[src/rtl/ps2_key_receiver_pkg.sv]
// Shared PS/2 receiver definitions: prefix bytes, FSM states, arrow scancodes
// and the frame parity helper.
package ps2_pkg;

    localparam logic [7:0] PS2_PFX_EXT = 8'hE0;
    localparam logic [7:0] PS2_PFX_BRK = 8'hF0;

    localparam logic [7:0] PS2_KEY_UP    = 8'h75;
    localparam logic [7:0] PS2_KEY_LEFT  = 8'h6B;
    localparam logic [7:0] PS2_KEY_DOWN  = 8'h72;
    localparam logic [7:0] PS2_KEY_RIGHT = 8'h74;

    typedef enum logic [1:0] {
        IDLE   = 2'd0,
        DATA   = 2'd1,
        PARITY = 2'd2,
        STOP   = 2'd3
    } ps2_state_e;

    // Odd parity holds when data plus parity bit carry an odd number of ones.
    function automatic logic odd_parity_ok(input logic [7:0] data, input logic par);
        return ^{data, par};
    endfunction

endpackage

[src/rtl/ps2_key_receiver_if.sv]
// Bundle of raw PS/2 lines plus the byte and key-event outputs of the receiver.
interface ps2_key_receiver_if;
    import ps2_pkg::*;

    logic       ps2_clk;
    logic       ps2_data;
    logic [7:0] rx_byte;
    logic       rx_valid;
    logic       rx_err;
    logic [7:0] key_code;
    logic       key_ext;
    logic       key_brk;
    logic       key_valid;

    modport master (
        output ps2_clk, ps2_data,
        input  rx_byte, rx_valid, rx_err, key_code, key_ext, key_brk, key_valid
    );

    modport slave (
        input  ps2_clk, ps2_data,
        output rx_byte, rx_valid, rx_err, key_code, key_ext, key_brk, key_valid
    );

endinterface

[src/rtl/ps2_key_receiver_line_filter.sv]
// Two-flop synchronizer followed by a saturating glitch filter for one PS/2 line.
module ps2_line_filter #(
    parameter int unsigned FILTER_LEN = 8
) (
    input  logic clk,
    input  logic reset,
    input  logic raw,
    output logic filt
);

    localparam logic [3:0] CNT_LAST = 4'(FILTER_LEN - 1);

    logic       sync1_r;
    logic       sync2_r;
    logic       filt_r;
    logic [3:0] cnt_r;

    // Filtered value flips only after FILTER_LEN consecutive disagreeing samples.
    always_ff @(posedge clk or posedge reset) begin
        if (reset) begin
            sync1_r <= 1'b1;
            sync2_r <= 1'b1;
            filt_r  <= 1'b1;
            cnt_r   <= 4'd0;
        end else begin
            sync1_r <= raw;
            sync2_r <= sync1_r;
            if (sync2_r != filt_r) begin
                if (cnt_r == CNT_LAST) begin
                    filt_r <= sync2_r;
                    cnt_r  <= 4'd0;
                end else begin
                    cnt_r <= cnt_r + 4'd1;
                end
            end else begin
                cnt_r <= 4'd0;
            end
        end
    end

    assign filt = filt_r;

endmodule

[src/rtl/ps2_key_receiver.sv]
// PS/2 device-to-host frame receiver with timeout and E0/F0 prefix stripping;
// emits one key event per make or break.
module ps2_key_receiver
    import ps2_pkg::*;
#(
    parameter int unsigned FILTER_LEN     = 8,
    parameter int unsigned TIMEOUT_CYCLES = 56750
) (
    input  logic              clk,
    input  logic              reset,
    ps2_key_receiver_if.slave bus
);

    localparam logic [15:0] TMO_LAST = 16'(TIMEOUT_CYCLES - 1);

    logic       fclk_s;
    logic       fdata_s;
    logic       strike_s;
    logic       fclk_prev_r;
    ps2_state_e state_r;
    logic [2:0] bit_cnt_r;
    logic [7:0] shift_r;
    logic       par_r;
    logic [15:0] tmo_r;
    logic [7:0] rx_byte_r;
    logic       rx_valid_r;
    logic       rx_err_r;
    logic       ext_pend_r;
    logic       brk_pend_r;
    logic [7:0] key_code_r;
    logic       key_ext_r;
    logic       key_brk_r;
    logic       key_valid_r;

    ps2_line_filter #(.FILTER_LEN(FILTER_LEN)) u_clk_filter (
        .clk   (clk),
        .reset (reset),
        .raw   (bus.ps2_clk),
        .filt  (fclk_s)
    );

    ps2_line_filter #(.FILTER_LEN(FILTER_LEN)) u_data_filter (
        .clk   (clk),
        .reset (reset),
        .raw   (bus.ps2_data),
        .filt  (fdata_s)
    );

    assign strike_s = fclk_prev_r & ~fclk_s;

    // Frame FSM with inter-strike timeout; a strike always beats the timeout.
    always_ff @(posedge clk or posedge reset) begin
        if (reset) begin
            fclk_prev_r <= 1'b1;
            state_r     <= IDLE;
            bit_cnt_r   <= 3'd0;
            shift_r     <= 8'h00;
            par_r       <= 1'b0;
            tmo_r       <= 16'd0;
            rx_byte_r   <= 8'h00;
            rx_valid_r  <= 1'b0;
            rx_err_r    <= 1'b0;
        end else begin
            fclk_prev_r <= fclk_s;
            rx_valid_r  <= 1'b0;
            rx_err_r    <= 1'b0;
            if (strike_s) begin
                tmo_r <= 16'd0;
                case (state_r)
                    IDLE: begin
                        if (!fdata_s) begin
                            state_r   <= DATA;
                            bit_cnt_r <= 3'd0;
                        end else begin
                            state_r <= IDLE;
                        end
                    end
                    DATA: begin
                        shift_r[bit_cnt_r] <= fdata_s;
                        if (bit_cnt_r == 3'd7) begin
                            state_r <= PARITY;
                        end else begin
                            bit_cnt_r <= bit_cnt_r + 3'd1;
                        end
                    end
                    PARITY: begin
                        par_r   <= fdata_s;
                        state_r <= STOP;
                    end
                    STOP: begin
                        state_r <= IDLE;
                        if (fdata_s && odd_parity_ok(shift_r, par_r)) begin
                            rx_byte_r  <= shift_r;
                            rx_valid_r <= 1'b1;
                        end else begin
                            rx_err_r <= 1'b1;
                        end
                    end
                    default: state_r <= IDLE;
                endcase
            end else if (state_r == IDLE) begin
                tmo_r <= 16'd0;
            end else if (tmo_r == TMO_LAST) begin
                state_r  <= IDLE;
                tmo_r    <= 16'd0;
                rx_err_r <= 1'b1;
            end else begin
                tmo_r <= tmo_r + 16'd1;
            end
        end
    end

    // Prefix decoder: E0/F0 only arm pending flags, any other byte is a key event.
    always_ff @(posedge clk or posedge reset) begin
        if (reset) begin
            ext_pend_r  <= 1'b0;
            brk_pend_r  <= 1'b0;
            key_code_r  <= 8'h00;
            key_ext_r   <= 1'b0;
            key_brk_r   <= 1'b0;
            key_valid_r <= 1'b0;
        end else begin
            key_valid_r <= 1'b0;
            if (rx_err_r) begin
                ext_pend_r <= 1'b0;
                brk_pend_r <= 1'b0;
            end else if (rx_valid_r) begin
                case (rx_byte_r)
                    PS2_PFX_EXT: ext_pend_r <= 1'b1;
                    PS2_PFX_BRK: brk_pend_r <= 1'b1;
                    default: begin
                        key_code_r  <= rx_byte_r;
                        key_ext_r   <= ext_pend_r;
                        key_brk_r   <= brk_pend_r;
                        key_valid_r <= 1'b1;
                        ext_pend_r  <= 1'b0;
                        brk_pend_r  <= 1'b0;
                    end
                endcase
            end else begin
                ext_pend_r <= ext_pend_r;
                brk_pend_r <= brk_pend_r;
            end
        end
    end

    assign bus.rx_byte   = rx_byte_r;
    assign bus.rx_valid  = rx_valid_r;
    assign bus.rx_err    = rx_err_r;
    assign bus.key_code  = key_code_r;
    assign bus.key_ext   = key_ext_r;
    assign bus.key_brk   = key_brk_r;
    assign bus.key_valid = key_valid_r;

endmodule

[src/flat_wrapper.sv]
// flat-port wrapper written by rule: the top's interface ports become plain ports
module ps2_key_receiver_flat import ps2_pkg::*;
#(
    parameter int unsigned FILTER_LEN     = 8,
    parameter int unsigned TIMEOUT_CYCLES = 56750
)
  (clk, reset, bus_ps2_clk, bus_ps2_data, bus_rx_byte, bus_rx_valid, bus_rx_err, bus_key_code, bus_key_ext, bus_key_brk, bus_key_valid);
  ps2_key_receiver_if bus_i ();
  input  logic clk;
  input  logic reset;
  input wire logic [$bits(bus_i.ps2_clk)-1:0] bus_ps2_clk;
  input wire logic [$bits(bus_i.ps2_data)-1:0] bus_ps2_data;
  output wire logic [$bits(bus_i.rx_byte)-1:0] bus_rx_byte;
  output wire logic [$bits(bus_i.rx_valid)-1:0] bus_rx_valid;
  output wire logic [$bits(bus_i.rx_err)-1:0] bus_rx_err;
  output wire logic [$bits(bus_i.key_code)-1:0] bus_key_code;
  output wire logic [$bits(bus_i.key_ext)-1:0] bus_key_ext;
  output wire logic [$bits(bus_i.key_brk)-1:0] bus_key_brk;
  output wire logic [$bits(bus_i.key_valid)-1:0] bus_key_valid;
  assign bus_i.ps2_clk = bus_ps2_clk;
  assign bus_i.ps2_data = bus_ps2_data;
  assign bus_rx_byte = bus_i.rx_byte;
  assign bus_rx_valid = bus_i.rx_valid;
  assign bus_rx_err = bus_i.rx_err;
  assign bus_key_code = bus_i.key_code;
  assign bus_key_ext = bus_i.key_ext;
  assign bus_key_brk = bus_i.key_brk;
  assign bus_key_valid = bus_i.key_valid;
  ps2_key_receiver #(.FILTER_LEN(FILTER_LEN), .TIMEOUT_CYCLES(TIMEOUT_CYCLES)) u_core (.clk(clk), .reset(reset), .bus(bus_i));
endmodule
[config.mk]
export PLATFORM = sky130hd
export DESIGN_NAME = ps2_key_receiver_flat
export DESIGN_NICKNAME = d
export VERILOG_FILES = /design/src/rtl/ps2_key_receiver_pkg.sv /design/src/rtl/ps2_key_receiver_if.sv /design/src/rtl/ps2_key_receiver_line_filter.sv /design/src/rtl/ps2_key_receiver.sv /design/src/flat_wrapper.sv
export SDC_FILE = /design/constraint.sdc
export NUM_CORES = 1
export LEC_CHECK = 0
export ABC_AREA = 1
export ABC_CLOCK_PERIOD_IN_PS = 2400
export BUFFER_PORTS_ARGS = -buffer_cell sky130_fd_sc_hd__buf_2
export CORE_MARGIN = 3
export CORE_UTILIZATION = 30
export CTS_BUF_LIST = sky130_fd_sc_hd__clkbuf_4 sky130_fd_sc_hd__clkbuf_8
export DETAILED_ROUTE_END_ITERATION = 10
export HOLD_SLACK_MARGIN = 0.02
export PLACE_DENSITY = 0.58
export SYNTH_ARGS = -nofsm -noshare
export SYNTH_HDL_FRONTEND = slang
export SYNTH_SLANG_ARGS = --single-unit
[constraint.sdc]
create_clock -name clk -period 2.4 [get_ports clk]
set_input_delay 0.24 -clock clk [delete_from_list [all_inputs] [get_ports clk]]
set_output_delay 0.24 -clock clk [all_outputs]
set_load 0.02 [all_outputs]
### Word level (Yosys, flattened, before mapping)

Cells that the tools add are included.

* flip-flop bits (word level): 68
* latch bits: 0
* bits in writable memories: 0
* ROM bits: 0
* input bits: 4
* output and inout port bits: 21
* word-level logic and storage cells: 104
* memories: 0

* add/subtract/negate cells: 4
* $mul: 0
* div/mod/pow operators: 0
* magnitude comparators: 2
* equal/unequal tests: 17
* shift operators: 0
* muxes and demuxes: 36
* bitwise logic cells: 4
* reduce and logical (&&, ||, !) cells: 18

Operator list (count)
* $mux 16: 3
* $mux 1: 17
* $add 16x1->16 const B: 1
* $eq 16x16->1 const B: 1
* $eq 8x8->1 const B: 2
* $mux 4: 4
* $reduce_and 2->1: 6
* $reduce_and 3->1: 3
* $reduce_xor 9->1: 1
* $add 4x1->4 const B: 2
* $bwmux 8: 1
* $eq 4x3->1 const B: 2
* $mux 2: 4
* $pmux 2 s4: 1
* $mux 3: 2
* $ne 2x1->1 const B: 3
* $pmux 3 s2: 1
* $reduce_bool 2->1: 3
* $eq 2x2->1 const B: 2
* $lt 3x4->1 const B: 1
* $ne 2x2->1 const B: 2
* $pmux 1 s2: 2
* $reduce_and 4->1: 1
* $add 3x1->3 const B: 1
* other kinds (11): 15

### Depth between registers and ports, before layout

Gate-level depths: netlist of run 1.

* depth in word-level cells: 5
* mapped depth: 11
* depth with buffers taken out: 11

### By module

From an unflattened synthesis of run 1, not the netlist that was laid out.

* cells, all modules: 421
* area total of the unflattened synthesis: 3433.3 um^2

By module, submodules not included
* ps2_key_receiver: instances 1, cells each 361, area an instance 2862.7 um^2, seq. area each 1352.5 um^2
* ps2_line_filter: instances 2, cells each 30, area an instance 285.3 um^2, seq. area each 178.9 um^2

### Least setup slack after synthesis of run 1

OpenSTA, ideal clock, no wires.

* path type: register to register
* start: register u_core.state_r[1]
* end: register u_core.shift_r[6]
* setup time: 0.123 ns
* arrival time: 1.387 ns
* required time: 2.277 ns
* path slack: 0.890 ns
* cell stages (with the launch flop): 9
* buffers on the path: 0
* period minus slack after synthesis: 1.510 ns
* path through: dfrtp_1 > inv_1 > ha_1 > inv_1 > or2_1 > nor2_2 > nand3_1 > nand2_1 > o21ai_1

* longest elaborated chain between the ends: 2

RTL lines
* start: declaration: line ps2_key_receiver.sv:20 `ps2_state_e state_r;`
* start signal: assignment: line ps2_key_receiver.sv:55 `state_r <= IDLE;`
* start signal: assignment: line ps2_key_receiver.sv:72 `state_r <= DATA;`
* start signal: assignment: line ps2_key_receiver.sv:75 `state_r <= IDLE;`
* $eq 2x1->1: line ps2_key_receiver.sv:69 `case (state_r)`
* $reduce_and 2->1 (no source line)
* end signal: indexed assignment: line ps2_key_receiver.sv:79 `shift_r[bit_cnt_r] <= fdata_s;`
* end: declaration: line ps2_key_receiver.sv:22 `logic [7:0] shift_r;`

No other way between the ends.
A chain may end at the register's enable or synchronous reset.

### Final worst setup path of run 1

* start: register u_core.state_r[0]
* end: register u_core.tmo_r[6]

* longest elaborated chain between the ends: 3

RTL lines
* $logic_not 2->1: line ps2_key_receiver.sv:101 `end else if (state_r == IDLE) begin`
* $mux 16: line ps2_key_receiver.sv:101
* $mux 16: line ps2_key_receiver.sv:67 `if (strike_s) begin`
* end signal: assignment: line ps2_key_receiver.sv:108 `tmo_r <= tmo_r + 16'd1;`
* end: declaration: line ps2_key_receiver.sv:24 `logic [15:0] tmo_r;`

No other way between the ends.

==> reports/qor.txt, run 1 <==
RSZ-0062 raised after global routing -> no
Sw Pwr -> 0.865 mW
Area delta synth->final -> 15.5%
Inserted Clock Buffers -> 9
Syn_nets -> 388
Critical Path RT -> 2650 ps
Hpwl dp -> 4570 µm
Synthesized area -> 0.00336 mm²
Initial antenna violation count -> 0
Max Slew Vio Count -> 0
Crit-path max FO -> 12
Mapped Cells -> 373
Largest net degree at the start of global routing -> 41
Final instance area -> 0.00388 mm²
Comb power frac -> 19.0%
# rows -> 37
Pwr/cell area -> 735 mW/mm²
Layout cell share with drive strength beyond 1 -> 20.8%
Core ar. -> 0.0106 mm²
Sequential cell area fraction in the yosys report -> 51.0%
Gr usage total -> 10.9%
FF+latch count, synth -> 68
Largest area contributor in the netlist -> dfrtp_1
IO Pins -> 25
Arr. time, crit path -> 1990 ps
Post-route DRC -> 0
Part of the power in the clock network -> 33.1%
First-pass GRT wire length -> 11300 µm
Final GP Congestion -> 0.790
DRT Wirelength -> 6120 µm
Crit end category -> flip-flop
Max incr delay on CP -> 450 ps
Period minus WS final -> 1750 ps
Synth top area share -> 45.5%
Detailed Route Iter0 Violations -> 139
Post-DR wirelength/cell -> 11.1 µm
Grt total ovfl -> 0
Placed Instances -> 531
Port Buffer Count -> 24
Via density -> 4.49
Outcome -> finished, final reports clean
Clock Skew -> 10.8 ps
H-tree levels -> 3
Crit path launch type -> flip-flop
Slew HR -> 58.0%
Placed inst area -> 0.00365 mm²
Chip width -> 112 µm
Post-Layout Cell Count -> 550
Initial DRT Pass Iterations -> 4
CP delay by family, top -> compound AO/OA/AOI/OAI gates
Seq pwr share -> 47.9%
Min-Delay Path Class -> flip-flop to flip-flop
Root buf cell -> clkbuf_8
Fin crit share -> 72.8%
Pint -> 1.98 mW
Setup TNS -> 0 ps
Clk_lat worst skew -> 330 ps
Worst path cell trace -> inv_1 > ha_1 > nor2_1 > a21boi_2 > inv_1 > nor3_1
WP buf/inv -> 2
Leakage -> 1.93 nW
Vias in the first global route -> 2534
Fillers -> 1063
Synth area leaders -> dfrtp_1 (45%), nand2_1 (10%), dfstp_2 (5.5%)
Die ar. -> 0.0125 mm²
FMAX -> 572 MHz
Slowest cell on crit path -> a21boi_2
Die height -> 112 µm
Switching share of total power -> 30.4%
CTS max path bufs -> 2
Crit Path Class -> flip-flop to flip-flop
DRT antenna net count -> 0
Inserted Diodes -> 0
Synth cell types -> 39
CTS tree -> built
Worst-Margin Slew -> 629 ps
Vias -> 2470
Synthesized area per cell -> 9.00 µm²
Synth warn -> 0
Setup-failing EPs final -> 0
Nets -> 424
Maximum VDD drop -> 0.000447 V
CP dominant cell by count -> inv_1
Clock sinks -> 68
Max-Cap Viols -> 0
CTS clk-pin slew, worst paths -> 70 ps
Fin. Hold Viols -> 0
Initial Utilization -> 31.7%
==> cells in the final DEF (no fill, tap or decap), types with 3 or more instances in the layout <==
master,n
inv_2,8
nor2_4,3
dfrtp_1,61
dfstp_2,7
ha_1,11
nor3_4,3
nor2_1,33
nand2_4,3
clkbuf_8,10
xor2_1,3
nand4_1,5
nand3_1,21
o21ai_1,12
nor3_1,3
nor4_2,4
a21oi_1,19
buf_2,24
nand2_2,4
o21ai_0,12
nand2_1,92
a31oi_1,7
inv_1,38
dlygate4sd3_1,3
==> per-layer routing <==
layer	global-route usage, %	up-vias	part of all wire [%]
met1	14.2	1138	48
met4	3.33	0	1.3
li1	-	1289	-
met5	0	-	0
met3	3.37	8	3.9
met2	17.4	35	47
==> per-stage QoR <==
step                      power [mW]  worst slack, ps  hold slack, ps  utilization [%]
after floorplan                 1.81              460             244                -
after global placement          1.91              735             345             34.4
after detailed placement        1.93              650             346             34.4
after CTS                       2.90              623             357             36.6
after global routing            3.05              406             361             36.6
final                           2.85              652             355             36.6
==> state kept, by name, indices dropped and copies added, names as in the netlist, 2 cells and up <==
register	cells
u_core.bit_cnt_r	3
u_core.bus.key_code	8
u_core.bus.rx_byte	8
u_core.shift_r	8
u_core.state_r	2
u_core.tmo_r	16
u_core.u_clk_filter.cnt_r	4
u_core.u_data_filter.cnt_r	4
==> synthesized netlist by cell type (all sizes together) <==
cell type and instances:
nor3 6, o21ai 24, dfstp 7, mux2 1, xnor2 2, and3 1
a21oi 20, nand3 23, buf 3, ha 11, and2 1, nand3b 1
a21boi 1, a211oi 1, nand4 8, a31oi 7, xor2 3, clkinv 1
or2 3, inv 46, nor2 39, nor4 4, dfrtp 61, nand2 99
==> kinds of logic (layout without fill, tap and decap cells) <==
kind of cell | Yosys count | in the layout | synth area share (%)
buffers and inverters | 50 | 91 | 5.89
AOI/OAI and AO/OA | 53 | 53 | 8.91
xor gates and xnor gates | 5 | 5 | 1.30
muxes | 1 | 1 | 0.335
and+or+nand+nor | 185 | 185 | 28.5
adders and majority gates | 11 | 11 | 4.10
DFF | 68 | 68 | 51.0
==> area by class of cell <==
| class | count | area, µm² | area share (%) |
|---|---|---|---|
| clock buffers | 12 | 153 | 3.94 |
| clock inverters | 4 | 48.8 | 1.26 |
| inverters | 47 | 176 | 4.55 |
| multi-input cells | 255 | 1450 | 37.4 |
| flip-flops and latches | 68 | 1710 | 44.1 |
| well taps | 136 | 170 | 4.39 |
| repair buffers | 28 | 170 | 4.39 |
==> worst reg2reg max path, cell delays in order, from the launching register on <==
cell      delay, ps
dfrtp_1         380
inv_1            90
ha_1            240
nor2_1          130
a21boi_2        450
inv_1           200
nor3_1          180
==> path summary, 6_finish.rpt <==
path                                                    from                            end  slack (ps)  cells past startpoint
min in group asynchronous                              reset               u_core.tmo_r[14]         530                      3
max in group asynchronous                              reset  u_core.u_data_filter.cnt_r[0]        1240                      4
worst max register to register             u_core.state_r[0]                u_core.tmo_r[6]         650                      6
worst min-delay path            u_core.u_data_filter.sync1_r   u_core.u_data_filter.sync2_r         360                      0
worst min register to register  u_core.u_data_filter.sync1_r   u_core.u_data_filter.sync2_r         360                      0
worst max-delay path                       u_core.state_r[0]                u_core.tmo_r[6]         650                      6
==> power by group through the flow <==
| stage | Combinational [mW] | Clock [mW] | Sequential (mW) |
|---|---|---|---|
| global placement | 0.525 | 0 | 1.38 |
| global route | 0.626 | 1.05 | 1.38 |
| floorplan | 0.466 | 0 | 1.35 |
| CTS | 0.550 | 0.987 | 1.36 |
| finish | 0.542 | 0.942 | 1.37 |
| detailed placement | 0.543 | 0 | 1.39 |
==> what timing repair did <==
item                                   4_1_cts  5_1_grt
setup endpoints to repair                    0        0
gates resized for setup                      0        0
endpoints found under the hold margin       18        0
hold buffers                                 3        0
setup buffers                                0        0
Note: power is estimated with default switching activity, not from simulation.
==> inputs of run 2 (changes only) <==
- ABC_CLOCK_PERIOD_IN_PS: 2400 -> 1600
- PLACE_DENSITY: 0.58 -> 0.59
- clock period: 2.4 -> 1.6 ns (I/O delays scaled with it)
==> reports/qor.txt, run 2 (synthesized netlist as in run 1, its figures left out) <==
Hold EP -> u_core.u_data_filter.sync2_r
Detailed Route Iter0 Violations -> 97
Inserted Diodes -> 0
Crit-path max FO -> 6
Layout cell share with drive strength beyond 1 -> 40.1%
Inserted Clock Buffers -> 9
Max-Cap Viols -> 0
Post-DR wirelength/cell -> 11.5 µm
Core ar. -> 0.0106 mm²
Clk_lat worst skew -> 350 ps
DRT antenna net count -> 0
Most flops, register -> u_core.tmo_r
First-pass GRT wire length -> 11200 µm
Crit path launch type -> flip-flop
Reg-to-reg endpoint -> u_core.bus.key_code[1]
Pwr/cell area -> 1150 mW/mm²
FMAX -> 597 MHz
FF-to-FF path depth -> 8
Commonest non-fill, non-tap cell in the layout -> nand2_1
Comb power frac -> 24.3%
# rows -> 37
Crit end category -> flip-flop
Most frequent cells in the layout -> nand2_1 (75), dfrtp_1 (57), buf_4 (38), nor2_1 (31), inv_1 (31)
Max reg flops -> 16
Chip width -> 112 µm
Fillers -> 998
Post-route DRC -> 0
RR Startpoint -> u_core.bus.rx_byte[0]
Final GP Congestion -> 0.791
Largest net degree at the start of global routing -> 69
Leakage -> 2.28 nW
Setup TNS -> -390 ps
Slew HR -> 72.2%
Clock Skew -> 10.1 ps
Gr usage total -> 10.9%
Worst-Margin Slew -> 416 ps
Clock sinks -> 68
Area delta synth->final -> 38.4%
Vias -> 2700
Setup-failing EPs final -> 10
Dpl ws -> -98.3 ps
Outcome -> finished, violations left
Critical Path RT -> 1880 ps
Root buf cell -> clkbuf_8
Reg2Reg Setup Slack -> -80 ps
Vias in the first global route -> 2549
Initial Utilization -> 31.7%
Grt total ovfl -> 0
Failing checks -> negative setup slack
Min-Delay Path Class -> flip-flop to flip-flop
Nets -> 474
Seq pwr share -> 37.9%
Hold Path Stages -> 0
Pint -> 3.84 mW
Arr. time, crit path -> 1950 ps
Fin crit share -> 105%
Part of the power in the clock network -> 37.8%
Hold_ws -> 357 ps
Port Buffer Count -> 24
Hpwl dp -> 4600 µm
Initial antenna violation count -> 0
CTS max path bufs -> 2
Via density -> 4.50
IO Pins -> 25
Worst hold start -> u_core.u_data_filter.sync1_r
Setup ws final -> -75.4 ps
Initial DRT Pass Iterations -> 4
H-tree levels -> 3
Origin of the worst setup path -> u_core.bus.rx_byte[0]
Switching share of total power -> 28.2%
CTS clk-pin slew, worst paths -> 80 ps
Period minus WS final -> 1680 ps
Die ar. -> 0.0125 mm²
Max Slew Vio Count -> 0
Fin. Hold Viols -> 0
Sw Pwr -> 1.51 mW
Die height -> 112 µm
Maximum VDD drop -> 0.000452 V
CTS tree -> built
Crit Path Class -> flip-flop to flip-flop
DRT Wirelength -> 6930 µm
RSZ-0062 raised after global routing -> yes
[run 2: critical path, stage by stage (launching register included)]
cell and delay (ps):
dfrtp_1 410, inv_2 70, nand4_1 240, nor4_4 350
nor2_2 120, nand2_4 140, clkbuf_16 170, nand2_2 40
o21ai_1 60
[run 2: area by class of cell]
type                            count  area, µm²  area share (%)
Sequential cell                    68       1720            36.9
Multi-Input combinational cell    257       1700            36.6
Timing Repair Buffer               76        591            12.7
Inverter                           47        183            3.93
Tap cell                          136        170            3.66
Clock inverter                      7        163            3.50
Clock buffer                        9        124            2.67
[run 2: timing repair]
action / in CTS / in global routing
setup buffers: 4 / 24
resized for setup: 6 / 70
setup endpoints to repair: 9 / 44
pin swaps: 5 / 21
gates cloned: 0 / 3
endpoints found under the hold margin: 63 / 0
hold buffers: 3 / 0
[run 2: per-stage QoR]
step | total power [mW] | util [%] | area [µm²] | cells
2_1_floorplan | 2.72 | - | 3360 | 373
3_3_place_gp | 2.99 | 35.9 | 3800 | 550
3_5_place_dp | 3.04 | 35.9 | 3800 | 550
4_1_cts | 5.12 | 39.3 | 4170 | 573
5_1_grt | 5.65 | 43.8 | 4650 | 600
6_report | 5.35 | 43.8 | 4650 | 600
[run 2: worst max-delay path by stage]
| stage | slack, ps | cells after the start | endpoint |
|---|---|---|---|
| global route | -170 | 8 | u_core.bus.key_code[1] |
| finish | -80 | 8 | u_core.bus.key_code[1] |
| detailed placement | -100 | 6 | u_core.tmo_r[6] |
| CTS | -100 | 6 | u_core.tmo_r[6] |
| floorplan | 90 | 8 | u_core.shift_r[6] |
| global placement | 20 | 6 | u_core.tmo_r[5] |
[run 2: routing by layer]
layer | GRT usage (%) | share of wire [%] | wire, µm
met1 | 13.1 | 44 | 3030
met2 | 18.0 | 51 | 3550
met3 | 3.70 | 3.7 | 259
met4 | 3.89 | 1.3 | 91
met5 | 0 | 0 | 0
[run 2: power groups by stage]
stage | sequential, mW | clock (mW) | combinational (mW)
final | 2.03 | 2.02 | 1.30
after detailed placement | 2.06 | 0 | 0.976
after global routing | 2.06 | 2.15 | 1.44
after CTS | 2.03 | 2.08 | 1.02
after global placement | 2.05 | 0 | 0.941
after floorplan | 2.02 | 0 | 0.700
==> inputs of run 3 (changes only) <==
- CORE_UTILIZATION: 30 -> 56
- PLACE_DENSITY: 0.59 -> 0.9
- TNS_END_PERCENT: not set -> 100
==> reports/qor.txt, run 3 (synthesized netlist as in run 1, its figures left out) <==
Outcome -> finished, violations left
Failing checks -> negative setup slack
Pwr/cell area -> 1100 mW/mm²
IO Pins -> 25
Placed inst area -> 0.00364 mm²
Crit Path Class -> flip-flop to flip-flop
Max Slew Vio Count -> 0
Crit-path max FO -> 4
RR Startpoint -> u_core.tmo_r[1]
Clock sinks -> 68
FMAX -> 576 MHz
Inserted Clock Buffers -> 9
Hold_ws -> 358 ps
Part of the power in the clock network -> 28.2%
FF-to-FF path depth -> 8
Placed Instances -> 476
Largest net degree at the start of global routing -> 69
DRT antenna net count -> 0
# rows -> 27
Leakage -> 2.19 nW
Most flops, register -> u_core.tmo_r
Post-DR wirelength/cell -> 18.7 µm
Post-route DRC -> 0
Commonest non-fill, non-tap cell in the layout -> nand2_1
Pint -> 3.21 mW
Initial antenna violation count -> 0
Port Buffer Count -> 24
RSZ-0062 raised after global routing -> yes
Clk_lat worst skew -> 360 ps
Fin. Hold Viols -> 0
Die ar. -> 0.00696 mm²
Crit end category -> flip-flop
Reg2Reg Setup Slack -> -140 ps
Chip width -> 83.4 µm
Period minus WS final -> 1740 ps
Detailed Route Iter0 Violations -> 341
Slew HR -> 75.6%
Setup-failing EPs final -> 33
Nets -> 471
Dpl ws -> -55.6 ps
Worst-Margin Slew -> 362 ps
Die height -> 83.4 µm
Initial Utilization -> 59.5%
Arr. time, crit path -> 1970 ps
First-pass GRT wire length -> 11700 µm
CTS tree -> built
Post-Layout Cell Count -> 533
DRT Wirelength -> 9950 µm
CTS max path bufs -> 2
Area delta synth->final -> 34.3%
Final instance area -> 0.00451 mm²
Setup ws final -> -136 ps
Seq pwr share -> 41.9%
Switching share of total power -> 35.3%
Via density -> 5.93
Vias -> 3163
Setup TNS -> -1350 ps
Comb power frac -> 29.9%
Multi-input logic area -> 0.00177 mm²
Layout cell share with drive strength beyond 1 -> 45.1%
Fin crit share -> 108%
Core ar. -> 0.00564 mm²
Hold Path Stages -> 0
Grt total ovfl -> 0
Max-Cap Viols -> 0
Hpwl dp -> 4540 µm
Gr usage total -> 20.7%
Reg-to-reg endpoint -> u_core.tmo_r[15]
Most frequent cells in the layout -> nand2_1 (69), dfrtp_1 (55), buf_4 (38), inv_1 (30), nor2_1 (26)
Sw Pwr -> 1.75 mW
H-tree levels -> 3
Crit path launch type -> flip-flop
Reg area -> 0.00172 mm²
Root buf cell -> clkbuf_8
Critical Path RT -> 1840 ps
Inserted Diodes -> 0
Max reg flops -> 16
Maximum VDD drop -> 0.000925 V
Hold EP -> u_core.u_data_filter.sync2_r
Clock Skew -> 17.3 ps
Final GP Congestion -> 0.826
Vias in the first global route -> 2736
Initial DRT Pass Iterations -> 6
CTS clk-pin slew, worst paths -> 70 ps
Worst hold start -> u_core.u_data_filter.sync1_r
Min-Delay Path Class -> flip-flop to flip-flop
Fillers -> 284
## run 3: changes by cell type in the layout (fill, tap and decap cells not counted), sizes merged
cell      before  now
buf           72   71
a21boi         2    1
bufinv         5    1
clkinvlp       2    4
clkbuf        10    9
clkinv         2    4
## run 3: cell type report
cell class                 count  area share [%]
clock buffer                   9            2.75
clock inverter                 7            1.50
inverter                      47            4.22
multi-input combinational    256            39.3
sequential                    68            38.1
tap                           72            2.00
timing repair buffer          74            12.1
## run 3: power by group through the flow
stage | sequential, mW | combinational, mW | clock, mW
3_5_place_dp | 2.08 | 0.893 | 0
4_1_cts | 2.04 | 1.01 | 1.38
3_3_place_gp | 2.07 | 0.822 | 0
6_report | 2.07 | 1.48 | 1.40
5_1_grt | 2.09 | 1.59 | 1.51
2_1_floorplan | 2.02 | 0.700 | 0
## run 3: worst max-delay path, cell delays in order, from the launching register on
cell     delay, ps
dfrtp_2        430
buf_6          120
nand4_4        130
nor3_4         260
nand2_4        110
nor3_4         240
nand3_1        150
nand2_2        110
nor2_1          60
## run 3: what timing repair did
item	in CTS	in global routing
hold buffers	3	0
endpoints found under the hold margin	63	0
pin swaps	1	34
gates cloned	0	3
resized for setup	4	105
endpoints found under the setup margin	9	45
buffers inserted	6	30
## run 3: metal layers
layer	global-route usage (%)	share of wire, %
met5	0	0
met3	6.15	8.3
met2	35.6	50
met4	8.33	5.0
met1	24.1	37
## run 3: metrics by stage
| stage | utilization (%) | power [mW] |
|---|---|---|
| after floorplan | - | 2.72 |
| after global placement | 64.5 | 2.89 |
| after detailed placement | 64.5 | 2.97 |
| after CTS | 69.4 | 4.43 |
| after global routing | 79.9 | 5.19 |
| final | 79.9 | 4.96 |
## run 3: worst max path at each step
stage / startpoint / end / cells past startpoint
after global placement: u_core.bit_cnt_r[1] / u_core.bit_cnt_r[0] / 7
after detailed placement: u_core.bit_cnt_r[1] / u_core.bit_cnt_r[0] / 7
after CTS: u_core.tmo_r[1] / u_core.tmo_r[10] / 7
after floorplan: u_core.state_r[1] / u_core.shift_r[6] / 8
after global routing: u_core.bus.rx_byte[2] / u_core.ext_pend_r / 9
final: u_core.tmo_r[1] / u_core.tmo_r[15] / 8
